**src/rtl/ram_burst_ctrl_if.sv**
```systemverilog
// ---------------------------------------------------------------------------
// ram_burst_ctrl_if
//   Bundles every handshake and RAM-side signal of ram_burst_ctrl.
//   Parameters: AW (address width), DW (data width).
//   Modports:
//     slave  - the burst controller itself: accepts commands, write beats
//              and read-beat acceptance, and drives the RAM we/addr/din.
//     master - the surrounding environment: upstream command/data source,
//              downstream read sink and the RAM's dout.
//   Signal groups:
//     cmd_*  burst command (valid/ready, write flag, start address, len-1)
//     wd_*   write beat stream (valid/ready, data)
//     rd_*   read beat stream (valid/ready, data)
//     done   one-cycle pulse after the last beat of a burst
//     ram_*  RAM port (we, addr, din from controller; dout to controller)
// ---------------------------------------------------------------------------
interface ram_burst_ctrl_if #(
    parameter int AW = 4,
    parameter int DW = 8
);
    logic          cmd_valid;
    logic          cmd_ready;
    logic          cmd_write;
    logic [AW-1:0] cmd_addr;
    logic [AW-1:0] cmd_len;
    logic          wd_valid;
    logic          wd_ready;
    logic [DW-1:0] wd_data;
    logic          rd_valid;
    logic          rd_ready;
    logic [DW-1:0] rd_data;
    logic          done;
    logic          ram_we;
    logic [AW-1:0] ram_addr;
    logic [DW-1:0] ram_din;
    logic [DW-1:0] ram_dout;

    modport slave (
        input  cmd_valid, cmd_write, cmd_addr, cmd_len,
        input  wd_valid, wd_data,
        input  rd_ready,
        input  ram_dout,
        output cmd_ready, wd_ready, rd_valid, rd_data, done,
        output ram_we, ram_addr, ram_din
    );

    modport master (
        output cmd_valid, cmd_write, cmd_addr, cmd_len,
        output wd_valid, wd_data,
        output rd_ready,
        output ram_dout,
        input  cmd_ready, wd_ready, rd_valid, rd_data, done,
        input  ram_we, ram_addr, ram_din
    );
endinterface

```
**src/rtl/ram_burst_ctrl.sv**
```systemverilog
// ---------------------------------------------------------------------------
// ram_burst_ctrl
//   Burst access controller in front of a single-port synchronous RAM with a
//   one-cycle read latency. Accepts a command (start address, beats-1,
//   direction), streams write beats into the RAM at one beat per cycle, or
//   fetches read beats (address, capture, present) at one beat per three
//   cycles. Addresses wrap modulo 2^AW.
//   Ports:
//     clk    rising-edge clock
//     rst_n  asynchronous active-low reset
//     bus    ram_burst_ctrl_if.slave (command, write/read streams, done,
//            RAM we/addr/din/dout)
// ---------------------------------------------------------------------------
module ram_burst_ctrl #(
    parameter int AW = 4,
    parameter int DW = 8
) (
    input  logic               clk,
    input  logic               rst_n,
    ram_burst_ctrl_if.slave    bus
);

    typedef enum logic [2:0] {
        IDLE    = 3'd0,
        WRITE   = 3'd1,
        RD_ADDR = 3'd2,
        RD_CAP  = 3'd3,
        RD_OUT  = 3'd4
    } state_t;

    state_t        state_q,     state_d;
    logic [AW-1:0] cur_addr_q,  cur_addr_d;
    logic [AW-1:0] remaining_q, remaining_d;
    logic [DW-1:0] rd_data_q,   rd_data_d;
    logic          done_q,      done_d;

    // State and datapath registers.
    always_ff @(posedge clk or negedge rst_n) begin
        if (!rst_n) begin
            state_q     <= IDLE;
            cur_addr_q  <= '0;
            remaining_q <= '0;
            rd_data_q   <= '0;
            done_q      <= 1'b0;
        end else begin
            state_q     <= state_d;
            cur_addr_q  <= cur_addr_d;
            remaining_q <= remaining_d;
            rd_data_q   <= rd_data_d;
            done_q      <= done_d;
        end
    end

    // Next-state and datapath update.
    always_comb begin
        state_d     = state_q;
        cur_addr_d  = cur_addr_q;
        remaining_d = remaining_q;
        rd_data_d   = rd_data_q;
        done_d      = 1'b0;

        unique case (state_q)
            IDLE: begin
                if (bus.cmd_valid) begin
                    cur_addr_d  = bus.cmd_addr;
                    remaining_d = bus.cmd_len;
                    state_d     = bus.cmd_write ? WRITE : RD_ADDR;
                end
            end

            WRITE: begin
                if (bus.wd_valid) begin
                    if (remaining_q == '0) begin
                        state_d = IDLE;
                        done_d  = 1'b1;
                    end else begin
                        // Natural overflow gives the modulo-depth wrap.
                        cur_addr_d  = cur_addr_q + AW'(1);
                        remaining_d = remaining_q - AW'(1);
                    end
                end
            end

            // RAM samples cur_addr at the end of this cycle (we is low).
            RD_ADDR: state_d = RD_CAP;

            // RAM dout now reflects cur_addr; latch it so it stays stable
            // for however long the downstream stalls.
            RD_CAP: begin
                rd_data_d = bus.ram_dout;
                state_d   = RD_OUT;
            end

            RD_OUT: begin
                if (bus.rd_ready) begin
                    if (remaining_q == '0) begin
                        state_d = IDLE;
                        done_d  = 1'b1;
                    end else begin
                        cur_addr_d  = cur_addr_q + AW'(1);
                        remaining_d = remaining_q - AW'(1);
                        state_d     = RD_ADDR;
                    end
                end
            end

            default: state_d = IDLE;
        endcase
    end

    // Outputs: handshakes are pure state decodes; the RAM write strobe is
    // qualified by wd_valid so an idle upstream never writes.
    always_comb begin
        bus.cmd_ready = (state_q == IDLE);
        bus.wd_ready  = (state_q == WRITE);
        bus.rd_valid  = (state_q == RD_OUT);
        bus.rd_data   = rd_data_q;
        bus.done      = done_q;
        bus.ram_we    = (state_q == WRITE) && bus.wd_valid;
        bus.ram_addr  = cur_addr_q;
        bus.ram_din   = bus.wd_data;
    end

endmodule

```
**src/flat_wrapper.sv**
```systemverilog
// flat-port wrapper written by rule: the top's interface ports become plain ports
module ram_burst_ctrl_flat 
#(
    parameter int AW = 4,
    parameter int DW = 8
)
  (clk, rst_n, bus_cmd_valid, bus_cmd_write, bus_cmd_addr, bus_cmd_len, bus_wd_valid, bus_wd_data, bus_rd_ready, bus_ram_dout, bus_cmd_ready, bus_wd_ready, bus_rd_valid, bus_rd_data, bus_done, bus_ram_we, bus_ram_addr, bus_ram_din);
  ram_burst_ctrl_if #(.AW(AW), .DW(DW)) bus_i ();
  input  logic clk;
  input  logic rst_n;
  input wire logic [$bits(bus_i.cmd_valid)-1:0] bus_cmd_valid;
  input wire logic [$bits(bus_i.cmd_write)-1:0] bus_cmd_write;
  input wire logic [$bits(bus_i.cmd_addr)-1:0] bus_cmd_addr;
  input wire logic [$bits(bus_i.cmd_len)-1:0] bus_cmd_len;
  input wire logic [$bits(bus_i.wd_valid)-1:0] bus_wd_valid;
  input wire logic [$bits(bus_i.wd_data)-1:0] bus_wd_data;
  input wire logic [$bits(bus_i.rd_ready)-1:0] bus_rd_ready;
  input wire logic [$bits(bus_i.ram_dout)-1:0] bus_ram_dout;
  output wire logic [$bits(bus_i.cmd_ready)-1:0] bus_cmd_ready;
  output wire logic [$bits(bus_i.wd_ready)-1:0] bus_wd_ready;
  output wire logic [$bits(bus_i.rd_valid)-1:0] bus_rd_valid;
  output wire logic [$bits(bus_i.rd_data)-1:0] bus_rd_data;
  output wire logic [$bits(bus_i.done)-1:0] bus_done;
  output wire logic [$bits(bus_i.ram_we)-1:0] bus_ram_we;
  output wire logic [$bits(bus_i.ram_addr)-1:0] bus_ram_addr;
  output wire logic [$bits(bus_i.ram_din)-1:0] bus_ram_din;
  assign bus_i.cmd_valid = bus_cmd_valid;
  assign bus_i.cmd_write = bus_cmd_write;
  assign bus_i.cmd_addr = bus_cmd_addr;
  assign bus_i.cmd_len = bus_cmd_len;
  assign bus_i.wd_valid = bus_wd_valid;
  assign bus_i.wd_data = bus_wd_data;
  assign bus_i.rd_ready = bus_rd_ready;
  assign bus_i.ram_dout = bus_ram_dout;
  assign bus_cmd_ready = bus_i.cmd_ready;
  assign bus_wd_ready = bus_i.wd_ready;
  assign bus_rd_valid = bus_i.rd_valid;
  assign bus_rd_data = bus_i.rd_data;
  assign bus_done = bus_i.done;
  assign bus_ram_we = bus_i.ram_we;
  assign bus_ram_addr = bus_i.ram_addr;
  assign bus_ram_din = bus_i.ram_din;
  ram_burst_ctrl #(.AW(AW), .DW(DW)) u_core (.clk(clk), .rst_n(rst_n), .bus(bus_i));
endmodule
```
**config.mk**
```make
export PLATFORM = sky130hd
export DESIGN_NAME = ram_burst_ctrl_flat
export DESIGN_NICKNAME = d
export VERILOG_FILES = /design/src/rtl/ram_burst_ctrl_if.sv /design/src/rtl/ram_burst_ctrl.sv /design/src/flat_wrapper.sv
export SDC_FILE = /design/constraint.sdc
export NUM_CORES = 1
export LEC_CHECK = 0
export ABC_CLOCK_PERIOD_IN_PS = 2400
export BUFFER_PORTS_ARGS = -buffer_cell sky130_fd_sc_hd__buf_2
export CORE_MARGIN = 5
export CORE_UTILIZATION = 25
export DETAILED_ROUTE_END_ITERATION = 8
export GPL_TIMING_DRIVEN = 0
export PLACE_DENSITY = 0.55
export SLEW_MARGIN = 15
export SYNTH_ARGS = -nofsm -noshare
export SYNTH_HDL_FRONTEND = slang
export SYNTH_SLANG_ARGS = --single-unit
```
**constraint.sdc**
```tcl
create_clock -name clk -period 2.4 [get_ports clk]
set_input_delay 0 -clock clk [delete_from_list [all_inputs] [get_ports clk]]
set_output_delay 0 -clock clk [all_outputs]
set_load 0.02 [all_outputs]
```
### Yosys cells after proc, flatten, opt, wreduce, memory -nomap -nowiden

Index checks and enable logic that the tools add are counted.

* bits in registers: 20
* bits in latches: 0
* memory bits (writable): 0
* ROM bits: 0
* output and inout port bits: 25
* memories: 0

* add/sub/neg operators: 2
* multipliers: 0
* divide/modulo/power cells: 0
* magnitude comparators: 0
* equal/unequal tests: 8
* shifts and indexed selects: 0
* mux-type cells: 21
* bitwise gates (word level): 0
* reduce and logical (&&, ||, !) cells: 6

Operators by type and width (number)
* 4-bit 2-to-1 mux: 8
* 4-bit case mux with 3 select lines: 2
* 3-bit case mux with 5 select lines: 1
* 3-bit 2-to-1 mux: 4
* 4-bit AND reduction: 2
* 3-bit by 2-bit equality test with 1-bit output (second input constant): 2
* 2-bit != test (second input constant): 3
* 4-bit by 1-bit adder with 4-bit output (second input constant): 1
* 4-bit logical NOT: 1
* 2-bit 2-to-1 mux: 2
* 4-bit by 1-bit subtractor with 4-bit output (second input constant): 1
* 3-bit by 1-bit equality test with 1-bit output (second input constant): 1
* 3-bit equality test (second input constant): 1
* 3-bit logical NOT: 1
* 1-bit 2-to-1 mux: 3
* 3-bit nonzero test: 1
* 2-bit by 1-bit != test with 1-bit output (second input constant): 1
* 1-bit case mux with 2 select lines: 1
* 1-bit logical AND: 1

### Logic depth before layout (Yosys ltp)

Gate-level depths: netlist of the first run.

* depth in word-level cells: 4
* mapped depth: 6
* gate-level depth less buffers: 6

### Worst setup path before layout of the first run

No wires, ideal clock.

* path kind: flip-flop to flip-flop
* from: reg u_core.state_q[2]
* to: reg u_core.done_q, in the netlist u_core.bus.done
* setup time: 72 ps
* data arrival time: 1690 ps
* required time: 2328 ps
* setup slack: 638 ps
* cell stages (with the launch flop): 6
* buffers on the path: 1
* clock period less this slack: 1762 ps
* cell sequence: dfrtp_1 -> buf_4 -> nor3b_1 -> and2_1 -> a21oi_1 -> nor2_1

* longest elaborated chain between the ends: 2
* elaborated cells on any way between the ends: 3

Ends and longest elaborated chain
* start, declared: line ram_burst_ctrl.sv:31 `state_t state_q, state_d;`
* start signal, assigned: line ram_burst_ctrl.sv:46 `state_q <= state_d;`
* 3-bit by 1-bit equality test with 1-bit output
* via bus_wd_ready: line flat_wrapper.sv:20 `output wire logic [$bits(bus_i.wd_ready)-1:0] bus_wd_ready;`
* 1-bit case mux with 2 select lines: line ram_burst_ctrl.sv:62 `unique case (state_q)`
* via u_core.done_d: line ram_burst_ctrl.sv:35 `logic done_q, done_d;`
* end signal, assigned: line ram_burst_ctrl.sv:50 `done_q <= done_d;`
* end, declared: line ram_burst_ctrl.sv:35

The timed path passes the listed nets, and every way through them passes these cells.
A chain may end at the register's enable or synchronous reset.

### Worst setup path after layout of the first run

* from: reg u_core.remaining_q[0]
* to: reg u_core.cur_addr_q[1], in the netlist u_core.bus.ram_addr[1]

* longest elaborated chain between the ends: 4
* elaborated cells on any way between the ends: 5

Ends and longest elaborated chain
* start, declared: line ram_burst_ctrl.sv:33 `logic [AW-1:0] remaining_q, remaining_d;`
* start signal, assigned: line ram_burst_ctrl.sv:48 `remaining_q <= remaining_d;`
* 4-bit logical NOT *: line ram_burst_ctrl.sv:73, ram_burst_ctrl.sv:96
* 4-bit 2-to-1 mux *
* 4-bit 2-to-1 mux (on tied branches)
* 4-bit case mux with 3 select lines *
* end signal, assigned: line ram_burst_ctrl.sv:47 `cur_addr_q <= cur_addr_d;`
* end, declared: line ram_burst_ctrl.sv:32 `logic [AW-1:0] cur_addr_q, cur_addr_d;`

Every way passes the cells marked *; elsewhere a longest branch is shown, timed or not. The select of a mux whose other input is x is not followed.

==> impl_metrics.toml, run 1 <==
[place]
hpwlAfterDp_mm = 2.161
port_buffers = 46
gp_congestion = 0.7390
place_ws_ns = 0.6058
dp.cells = 205
place_area_sq_um = 1476

[sta]
period_minus_slack_ns = 1.743
setup_viol = 0
fmax_mhz = 573.6
layout_setup_ws_ns = 0.6565
grt_setup_unrepaired = "no"
hold_violations = 0
finalClockSkew_ns = 0.003595
post-route-period-util_pct = 72.64
worst_pin_slew_ns = 0.5211
slew_viol_final = 0
relSlewSlack_pct = 64.36
tns_ns = 0
hold_ws_ns = 0.03700

[logic_synthesis]
ys_seq_area_share_pct = 42.46
ys_warn_count = 0
synth_commonest_cells = "20 x dfrtp_1, 10 x buf_4, 9 x mux2_2, 6 x a2bb2oi_1"
synthMostInstantiatedCell = "dfrtp_1"
synth.distinct_cells = 37
synth-seq-cells = 20
synth_fp_nets = 137
async_flop_share_pct = 100.0
yosysTopAreaCell = "dfrtp_1"
syn_inst = 105
synth_top_cell_area_share_pct = 42.46
netlist_area_sq_um = 1179
synth_flop_cell = "dfrtp_1"
synth_edf_count = 0
syn_avg_cell_area_sq_um = 11.23
synth.area.top_cells = "dfrtp_1 42%, mux2_2 8.6%, buf_4 6.4%"

[drt]
highest_layer = "met3"
wl_met3_microns = 253
drc_errors = 0
drt-wirelength-per-cell_microns = 12.61
vias = 1004
via_per_inst = 4.564
ant_nets = 0
drtPass1Iterations = 4
detailroute.wirelength.met2_mm = 1.343
drt_first_iter_violations = 16
wirelength_mm = 2.774
wl_met1_mm = 1.177

[worst_setup_path]
r2r-start = "u_core.remaining_q[0]$_DFFE_PN0P_"
cp-startpoint = "u_core.remaining_q[0]$_DFFE_PN0P_"
path_cells = "inv_1 > ha_1 > nor3b_2 > nor3_1 > o2bb2ai_1 > a2bb2oi_1"
worstPathRequired_ns = 2.52
max_stage_delay_ns = 0.46
critPathKind = "reg -> reg"
worst_path_max_delay_cell = "nor3_1"
endpoint_kind = "register"
crit_fanout = 5
start_kind = "register"
cp.arrival_ns = 1.87

[clocking]
cts_sinks = 20
cts_tree = "done"
insertion_delay_ns = 0.25
numCtsBuffers = 3
clockBufferDepth = 2
cts_max_level = 1
cts.root.buffer_cell = "clkbuf_8"
cts.reportedPaths.clkPinSlew_ns = 0.07
cts.repair.resized = 0

[min_path]
hp-class = "in -> reg"
hp-start = "bus_cmd_addr[0]"

[grt]
grt_overflow = 0
grt_pass1_vias = 999
antenna_found_initial = 0
grt_pass1_wl_mm = 4.705
grt_max_degree = 21
grt_use_total_pct = 9.294

[flow_run]
cap_violations = 0

[finish]
final_cells = 220
drive_gt1_share_pct = 48.19
n_antenna_cell = 0
area_growth_pct = 39.28
stdcell_area_sq_um = 1642
fin_nets = 199

[floorplanning]
die_w_microns = 78.66
io_pins = 55
fp.dieArea_sq_um = 6187
dieHeight_microns = 78.66
placementRows = 25
initial_utilization_pct = 25.29
fp.coreArea_sq_um = 4661

[pwr]
leakagePower_nw = 0.7830
power_density_nw_per_um2 = 1339
vdd_drop_max_uv = 472.7

[run_status]
status = "finished clean"
[layout make-up]
cell class	count	area [sq um]
Buffer	13	102.6
Clock buffer	4	55.05
Fill cell	466	3019
Inverter	4	15.01
Multi-Input combinational cell	68	560.5
Sequential cell	20	500.5
Tap cell	54	67.56
Timing Repair Buffer	57	340.3
[registers in the layout (all words and copies together), names as in the netlist]
signal and cells:
u_core.state_q 3, u_core.remaining_q 4, u_core.bus.ram_addr 4, u_core.bus.rd_data 8, u_core.bus.done 1
[worst max-delay path, delay by kind of cell, from the launching register on]
kind | cells | cell delay (ns)
compound gates | 2 | 0.25
buf+inv | 1 | 0.06
fa+ha+maj | 1 | 0.24
simple gates | 2 | 0.67
flops | 1 | 0.39
[layer usage]
layer / vias to the layer above / GRT usage [%]
met4: 0 / 2.098
li1: 497 / -
met5: - / 0
met2: 46 / 16.38
met1: 461 / 11.26
met3: 0 / 2.408
[where the power goes]
part	internal [mW]	total, mW	switching (mW)
sequential	0.502	0.615	0.113
combinational	0.607	1.33	0.721
clock	0.146	0.254	0.109
total	1.25	2.20	0.943
[through the flow]
stage	utilization [%]	total power [mW]
floorplan	-	1.622
detailed placement	31.68	1.958
finish	35.22	2.198
CTS	35.22	2.232
global placement	31.68	1.951
global route	35.22	2.388
[kinds of logic (layout without fill, tap and decap cells)]
group           Yosys count  after routing  share of synthesized area, %
mux                      13             13                         12.00
flops                    20             20                         42.46
compound gates           24             24                         17.83
fa+ha+maj                 2              2                         2.123
buf+inv                  17             78                         9.978
xor+xnor                  1              1                         1.380
simple gates             28             28                         14.23
[cell usage in the layout, fill, tap and decap left out, types with 2 or more instances in the layout]
cell / netlist / final
ha_1: 2 / 2
mux2i_1: 4 / 4
o2bb2ai_1: 4 / 4
dlygate4sd3_1: 0 / 11
a2bb2oi_1: 6 / 6
nor3_1: 5 / 5
buf_4: 10 / 10
buf_2: 1 / 47
a21oi_1: 2 / 2
o31ai_1: 2 / 2
dfrtp_1: 20 / 20
a2111oi_0: 2 / 2
inv_1: 4 / 4
buf_6: 2 / 2
mux2_2: 9 / 9
nor2_1: 5 / 5
clkbuf_8: 0 / 4
nand2_1: 4 / 4
a211oi_1: 2 / 2
nand3_1: 2 / 2
[repair_timing]
action | in CTS | in global routing
hold endpoints to repair | 30 | 0
setup buffers | 0 | 0
hold buffers | 11 | 0
[path summary, 6_finish.rpt]
path / to / slack, ns / cells after the start
worst max-delay path: u_core.bus.ram_addr[1]$_DFFE_PN0P_ / 0.66 / 6
worst min-delay path: u_core.bus.ram_addr[0]$_DFFE_PN0P_ / 0.04 / 3
worst max register to register: u_core.bus.ram_addr[1]$_DFFE_PN0P_ / 0.66 / 6
worst min register to register: u_core.bus.rd_data[1]$_DFFE_PN0N_ / 0.51 / 1
max in group asynchronous: u_core.bus.ram_addr[0]$_DFFE_PN0P_ / 1.86 / 2
min in group asynchronous: u_core.bus.rd_data[2]$_DFFE_PN0N_ / 0.23 / 2
Note: power is estimated with default switching activity, not from simulation.
==> run 2: changes to the inputs <==
Settings changed: ABC_AREA set to 1, ABC_CLOCK_PERIOD_IN_PS 2400 to 1400, PLACE_DENSITY 0.55 to 0.57.
Clock period 2.4 ns to 1.4 ns, I/O delays scaled along.
==> run 2 against run 1 <==
- cell area is 3.0% higher
- clock-buffer cell count stayed put
- critical path depth is 2 higher
- worst setup slack worse by 0.61 ns
- via count is 11% higher
- die area is 3.0% lower
- clock skew is 0.0042 ns higher
- core utilization is 3.3 points higher
- fmax is 29% higher
- critical path type unchanged
- largest cell class unchanged
- largest power group unchanged
==> impl_metrics.toml, run 2 <==
[clocking]
numCtsBuffers = 3
cts_sinks = 20
cts_tree = "done"
insertion_delay_ns = 0.26
cts.reportedPaths.clkPinSlew_ns = 0.08
cts_max_level = 1
clockBufferDepth = 2
cts.root.buffer_cell = "clkbuf_8"

[run_status]
status = "finished clean"

[finish]
layout_common_cells = "54 x nand2_1, 46 x buf_2, 17 x dfrtp_1, 14 x inv_1, 13 x buf_4"
drive_gt1_share_pct = 44.23
n_antenna_cell = 0
layout_commonest_cell = "nand2_1"
area_growth_pct = 48.46
fin_nets = 241
largest_reg_flops = 8

[logic_synthesis]
synth_edf_count = 0
synthMostInstantiatedCell = "nand2_1"
synth.distinct_cells = 22
yosysTopAreaCell = "dfrtp_1"
ys_warn_count = 0
netlist_area_sq_um = 1139
async_flop_share_pct = 100.0
synth-seq-cells = 20
synth_top_cell_area_share_pct = 43.96
ys_seq_area_share_pct = 43.96
syn_avg_cell_area_sq_um = 7.962
syn_inst = 143
synth_fp_nets = 175
synth_commonest_cells = "57 x nand2_1, 20 x dfrtp_1, 16 x inv_1"
synth_flop_cell = "dfrtp_1"
synth.area.top_cells = "dfrtp_1 44%, nand2_1 19%, mux2_2 7.9%"

[place]
hpwlAfterDp_mm = 2.047
place_ws_ns = -0.06937
gp_congestion = 0.8145
port_buffers = 46

[floorplanning]
die_w_microns = 77.49
placementRows = 24
fp.coreArea_sq_um = 4384
io_pins = 55
fp.dieArea_sq_um = 6004
dieHeight_microns = 77.49
initial_utilization_pct = 25.97

[drt]
drt_first_iter_violations = 41
drtPass1Iterations = 4
drt-wirelength-per-cell_microns = 11.20
wirelength_mm = 2.911
via_per_inst = 4.269
ant_nets = 0
vias = 1110
drc_errors = 0

[pwr]
vdd_drop_max_uv = 786.3
p_int_mw = 2.027
clock_power_share_pct = 11.9
switching_share_pct = 47.14
p_seq_share_pct = 29.5
p_sw_mw = 1.808
p_comb_share_pct = 58.6
leakagePower_nw = 0.9459
power_density_nw_per_um2 = 2268

[sta]
relSlewSlack_pct = 67.06
slew_viol_final = 0
grt_setup_unrepaired = "yes"
setup_viol = 0
tns_ns = 0
finalClockSkew_ns = 0.007776
period_minus_slack_ns = 1.351
fmax_mhz = 740.0
post-route-period-util_pct = 96.53
worst_pin_slew_ns = 0.4940
hold_violations = 0
layout_setup_ws_ns = 0.04864

[worst_setup_path]
critPathKind = "reg -> reg"
crit_fanout = 8
cp.arrival_ns = 1.56
reg2reg_slack_ns = 0.05
worstPathRequired_ns = 1.61
endpoint_kind = "register"
start_kind = "register"

[flow_run]
cap_violations = 0

[grt]
grt_overflow = 0
grt_use_total_pct = 9.981
antenna_found_initial = 0
grt_pass1_vias = 1101
grt_max_degree = 21
grt_pass1_wl_mm = 4.940

[min_path]
hp-class = "in -> reg"
==> run 2: what timing repair did <==
item	4_1_cts	5_1_grt
pin swaps	2	2
setup buffers	2	4
endpoints found under the hold margin	28	0
setup endpoints to repair	8	10
hold buffers	9	0
resized for setup	7	8
==> run 2: cell families after synthesis <==
group,Yosys count,synth area share [%]
xor gates and xnor gates,1,0.7694
adders and majority gates,2,2.197
buffers and inverters,25,10.88
DFF,20,43.96
muxes,8,7.912
AOI/OAI and AO/OA,5,2.637
and+or+nand+nor,82,31.65
==> run 2: worst paths after layout <==
| check | from | to | cells past startpoint |
|---|---|---|---|
| max in group asynchronous | rst_n | u_core.state_q[0]$_DFFE_PN0P_ | 2 |
| worst max-delay path | u_core.state_q[0]$_DFFE_PN0P_ | u_core.remaining_q[0]$_DFFE_PN0P_ | 8 |
| worst max register to register | u_core.state_q[0]$_DFFE_PN0P_ | u_core.remaining_q[0]$_DFFE_PN0P_ | 8 |
| worst min-delay path | bus_cmd_addr[2] | u_core.bus.ram_addr[2]$_DFFE_PN0P_ | 5 |
| worst min register to register | u_core.bus.rd_data[1]$_DFFE_PN0N_ | u_core.bus.rd_data[1]$_DFFE_PN0N_ | 1 |
| min in group asynchronous | rst_n | u_core.bus.done$_DFF_PN0_ | 2 |
==> run 2: per-stage QoR <==
| stage | hold WS (ns) | total power, mW | instance area, sq um | cells | util (%) |
|---|---|---|---|---|---|
| 2_1_floorplan | -0.2956 | 2.536 | 1144 | 143 | - |
| 6_report | 0.01841 | 3.835 | 1690 | 260 | 38.56 |
| 5_1_grt | 0.03762 | 4.245 | 1690 | 260 | 38.56 |
| 4_1_cts | 0.01773 | 3.742 | 1625 | 256 | 37.07 |
| 3_3_place_gp | 0.001764 | 3.067 | 1439 | 241 | 32.82 |
| 3_5_place_dp | 0.008123 | 3.102 | 1439 | 241 | 32.82 |
==> run 2: final cells by class <==
| type | instances | area (sq um) |
|---|---|---|
| tap | 52 | 65.06 |
| buffer | 8 | 60.06 |
| multi-input combinational | 98 | 560.5 |
| sequential | 20 | 504.2 |
| timing repair buffer | 61 | 377.9 |
| clock buffer | 4 | 55.05 |
| inverter | 17 | 67.56 |
| fill | 463 | 2694 |
==> run 2: worst max-delay path: stages (launching register included) <==
cell and delay (ns):
dfrtp_2 0.45, buf_4 0.15, nand2_1 0.11, nand2_4 0.08
nand2_2 0.11, nand2_2 0.07, nor2_4 0.19, nand2_1 0.07
nand2_1 0.07
==> run 2: power by group through the flow <==
stage / Combinational [mW] / Sequential, mW / Clock [mW]
2_1_floorplan: 1.24 / 1.30 / 0
3_3_place_gp: 1.97 / 1.10 / 0
3_5_place_dp: 2.00 / 1.10 / 0
4_1_cts: 2.14 / 1.12 / 0.481
5_1_grt: 2.57 / 1.17 / 0.502
6_report: 2.25 / 1.13 / 0.454
==> run 2: layer usage <==
layer  vias up  routed length, microns  share of wire [%]  track usage (%)
met1       498                    1259                 43            12.25
met2        38                    1391                 48            16.75
met3         7                     197                6.8            3.009
li1        567                       -                  -                -
met4         0                      63                2.2            3.093
met5         -                       0                  0                0
==> run 3: changes to the inputs <==
Settings changed: CORE_ASPECT_RATIO set to 0.75, HOLD_SLACK_MARGIN set to 0.1.
==> run 3 against run 2 <==
- fmax rose by 1.5%
- critical endpoint is now u_core.remaining_q[2]$_DFFE_PN0P_
- clock power fell by 3%
- register-to-register slack improved by 0.02 ns
- clock skew fell by 0.0034 ns
- largest cell class unchanged
- highest routed layer is now met3
==> impl_metrics.toml, run 3 (synthesis results as in run 2) <==
[sta]
grt_setup_unrepaired = "yes"
setup_viol = 0
relSlewSlack_pct = 68.30
finalClockSkew_ns = 0.004342
slew_viol_final = 0
hold_ws_ns = 0.1876
period_minus_slack_ns = 1.332
layout_setup_ws_ns = 0.06832
post-route-period-util_pct = 95.12
tns_ns = 0
hold_violations = 0
worst_pin_slew_ns = 0.4754
fmax_mhz = 750.9

[finish]
drive_gt1_share_pct = 42.92
layout_common_cells = "54 x nand2_1, 46 x buf_2, 20 x dlygate4sd3_1, 17 x dfrtp_1"
stdcell_area_sq_um = 1818
n_antenna_cell = 0
largest_reg_flops = 8
layout_commonest_cell = "nand2_1"
fin_nets = 252
area_growth_pct = 59.67

[place]
place_area_sq_um = 1445
gp_congestion = 0.7808
place_ws_ns = -0.07410
port_buffers = 46
hpwlAfterDp_mm = 2.063

[run_status]
status = "finished clean"

[worst_setup_path]
r2r-start = "u_core.state_q[1]$_DFFE_PN0P_"
worstPathRequired_ns = 1.55
crit_fanout = 8
reg2reg_slack_ns = 0.07
cpMostUsedCell = "nand2_1"
endpoint_kind = "register"
path_cells = "nor2_4 > nand2_2 > nand2_4 > clkinvlp_4 > nand2_1 > nand2_1 > nand2_1 > nand2_1"
r2r_cells = 8
start_kind = "register"
worst_path_max_delay_cell = "dfrtp_2"
max_stage_delay_ns = 0.47
cp.arrival_ns = 1.48
critPathKind = "reg -> reg"
r2r_end = "u_core.remaining_q[2]$_DFFE_PN0P_"

[clocking]
cts_sinks = 20
cts_tree = "done"
numCtsBuffers = 3
cts.reportedPaths.clkPinSlew_ns = 0.07
cts.root.buffer_cell = "clkbuf_8"
cts_max_level = 1
clockBufferDepth = 2
insertion_delay_ns = 0.26

[pwr]
vdd_drop_max_uv = 916.9
power_density_nw_per_um2 = 2130
fin_total_pwr_mw = 3.872
leakagePower_nw = 0.9903

[floorplanning]
placementRows = 21
io_pins = 55
dieHeight_microns = 68.45
die_w_microns = 87.93
initial_utilization_pct = 25.64
fp.dieArea_sq_um = 6018
fp.coreArea_sq_um = 4441

[min_path]
min_path_cells = 5
holdPathEnd = "u_core.state_q[0]$_DFFE_PN0P_"
hp-class = "in -> reg"
hp-start = "bus_cmd_valid"

[drt]
vias = 1122
ant_nets = 0
drt-wirelength-per-cell_microns = 10.79
via_per_inst = 4.065
wirelength_mm = 2.977
drc_errors = 0
drt_first_iter_violations = 39
drtPass1Iterations = 2

[grt]
grt_max_degree = 21
grtUsageMet3_pct = 3.490
grtUsageMet2_pct = 14.85
grt_use_total_pct = 9.606
antenna_found_initial = 0
grt_pass1_wl_mm = 4.540
grt_use_met1_pct = 13.44
grt_overflow = 0
top_usage_layer = "met2"
grt_pass1_vias = 985

[flow_run]
cap_violations = 0
==> run 3: changes by cell type in the layout (fill, tap and decap cells not counted), sizes merged <==
cell	before	now
dlygate4sd3	9	20
==> run 3: power breakdown <==
part / switching [mW] / total (mW) / internal, mW
registers: 0.275 / 1.14 / 0.866
logic: 1.36 / 2.29 / 0.929
clock network: 0.192 / 0.442 / 0.250
total: 1.83 / 3.87 / 2.04
==> run 3: worst max path at each step <==
| stage | depth (start not counted) | startpoint | to |
|---|---|---|---|
| floorplan | 9 | u_core.remaining_q[0]$_DFFE_PN0P_ | u_core.bus.ram_addr[0]$_DFFE_PN0P_ |
| global placement | 8 | u_core.remaining_q[0]$_DFFE_PN0P_ | u_core.remaining_q[1]$_DFFE_PN0P_ |
| detailed placement | 8 | u_core.remaining_q[0]$_DFFE_PN0P_ | u_core.remaining_q[3]$_DFFE_PN0P_ |
| CTS | 8 | u_core.state_q[0]$_DFFE_PN0P_ | u_core.remaining_q[0]$_DFFE_PN0P_ |
| global route | 8 | u_core.state_q[1]$_DFFE_PN0P_ | u_core.remaining_q[2]$_DFFE_PN0P_ |
| finish | 8 | u_core.state_q[1]$_DFFE_PN0P_ | u_core.remaining_q[2]$_DFFE_PN0P_ |
==> run 3: critical path, delay by kind of cell, from the launching register on <==
| family | cells | cell delay (ns) |
|---|---|---|
| buf+inv | 1 | 0.16 |
| flops | 1 | 0.47 |
| simple gates | 7 | 0.60 |
==> run 3: cell type report <==
class | instances | area, sq um
fillers | 471 | 2623
multi-input cells | 98 | 580.6
flip-flops and latches | 20 | 504.2
repair buffers | 72 | 479.2
well taps | 57 | 71.32
inverters | 17 | 67.56
plain buffers | 8 | 60.06
clock buffers | 4 | 55.05
==> run 3: metrics by stage <==
step / instances / utilization, %
2_1_floorplan: 143 / -
3_5_place_dp: 246 / 32.54
4_1_cts: 272 / 39.05
5_1_grt: 276 / 40.94
3_3_place_gp: 246 / 32.54
6_report: 276 / 40.94
==> run 3: metal layers <==
metal / wire length [microns] / vias to the layer above
met4: 0 / 0
met3: 193 / 0
met5: 0 / -
li1: - / 587
met2: 1395 / 26
met1: 1388 / 509
==> run 3: timing repair <==
| item | CTS | global route |
|---|---|---|
| endpoints found under the setup margin | 8 | 11 |
| buffers inserted | 2 | 4 |
| gates cloned | 0 | 0 |
| pin swaps | 2 | 11 |
| hold endpoints to repair | 40 | 0 |
| hold buffers | 20 | 0 |
| resized for setup | 5 | 15 |
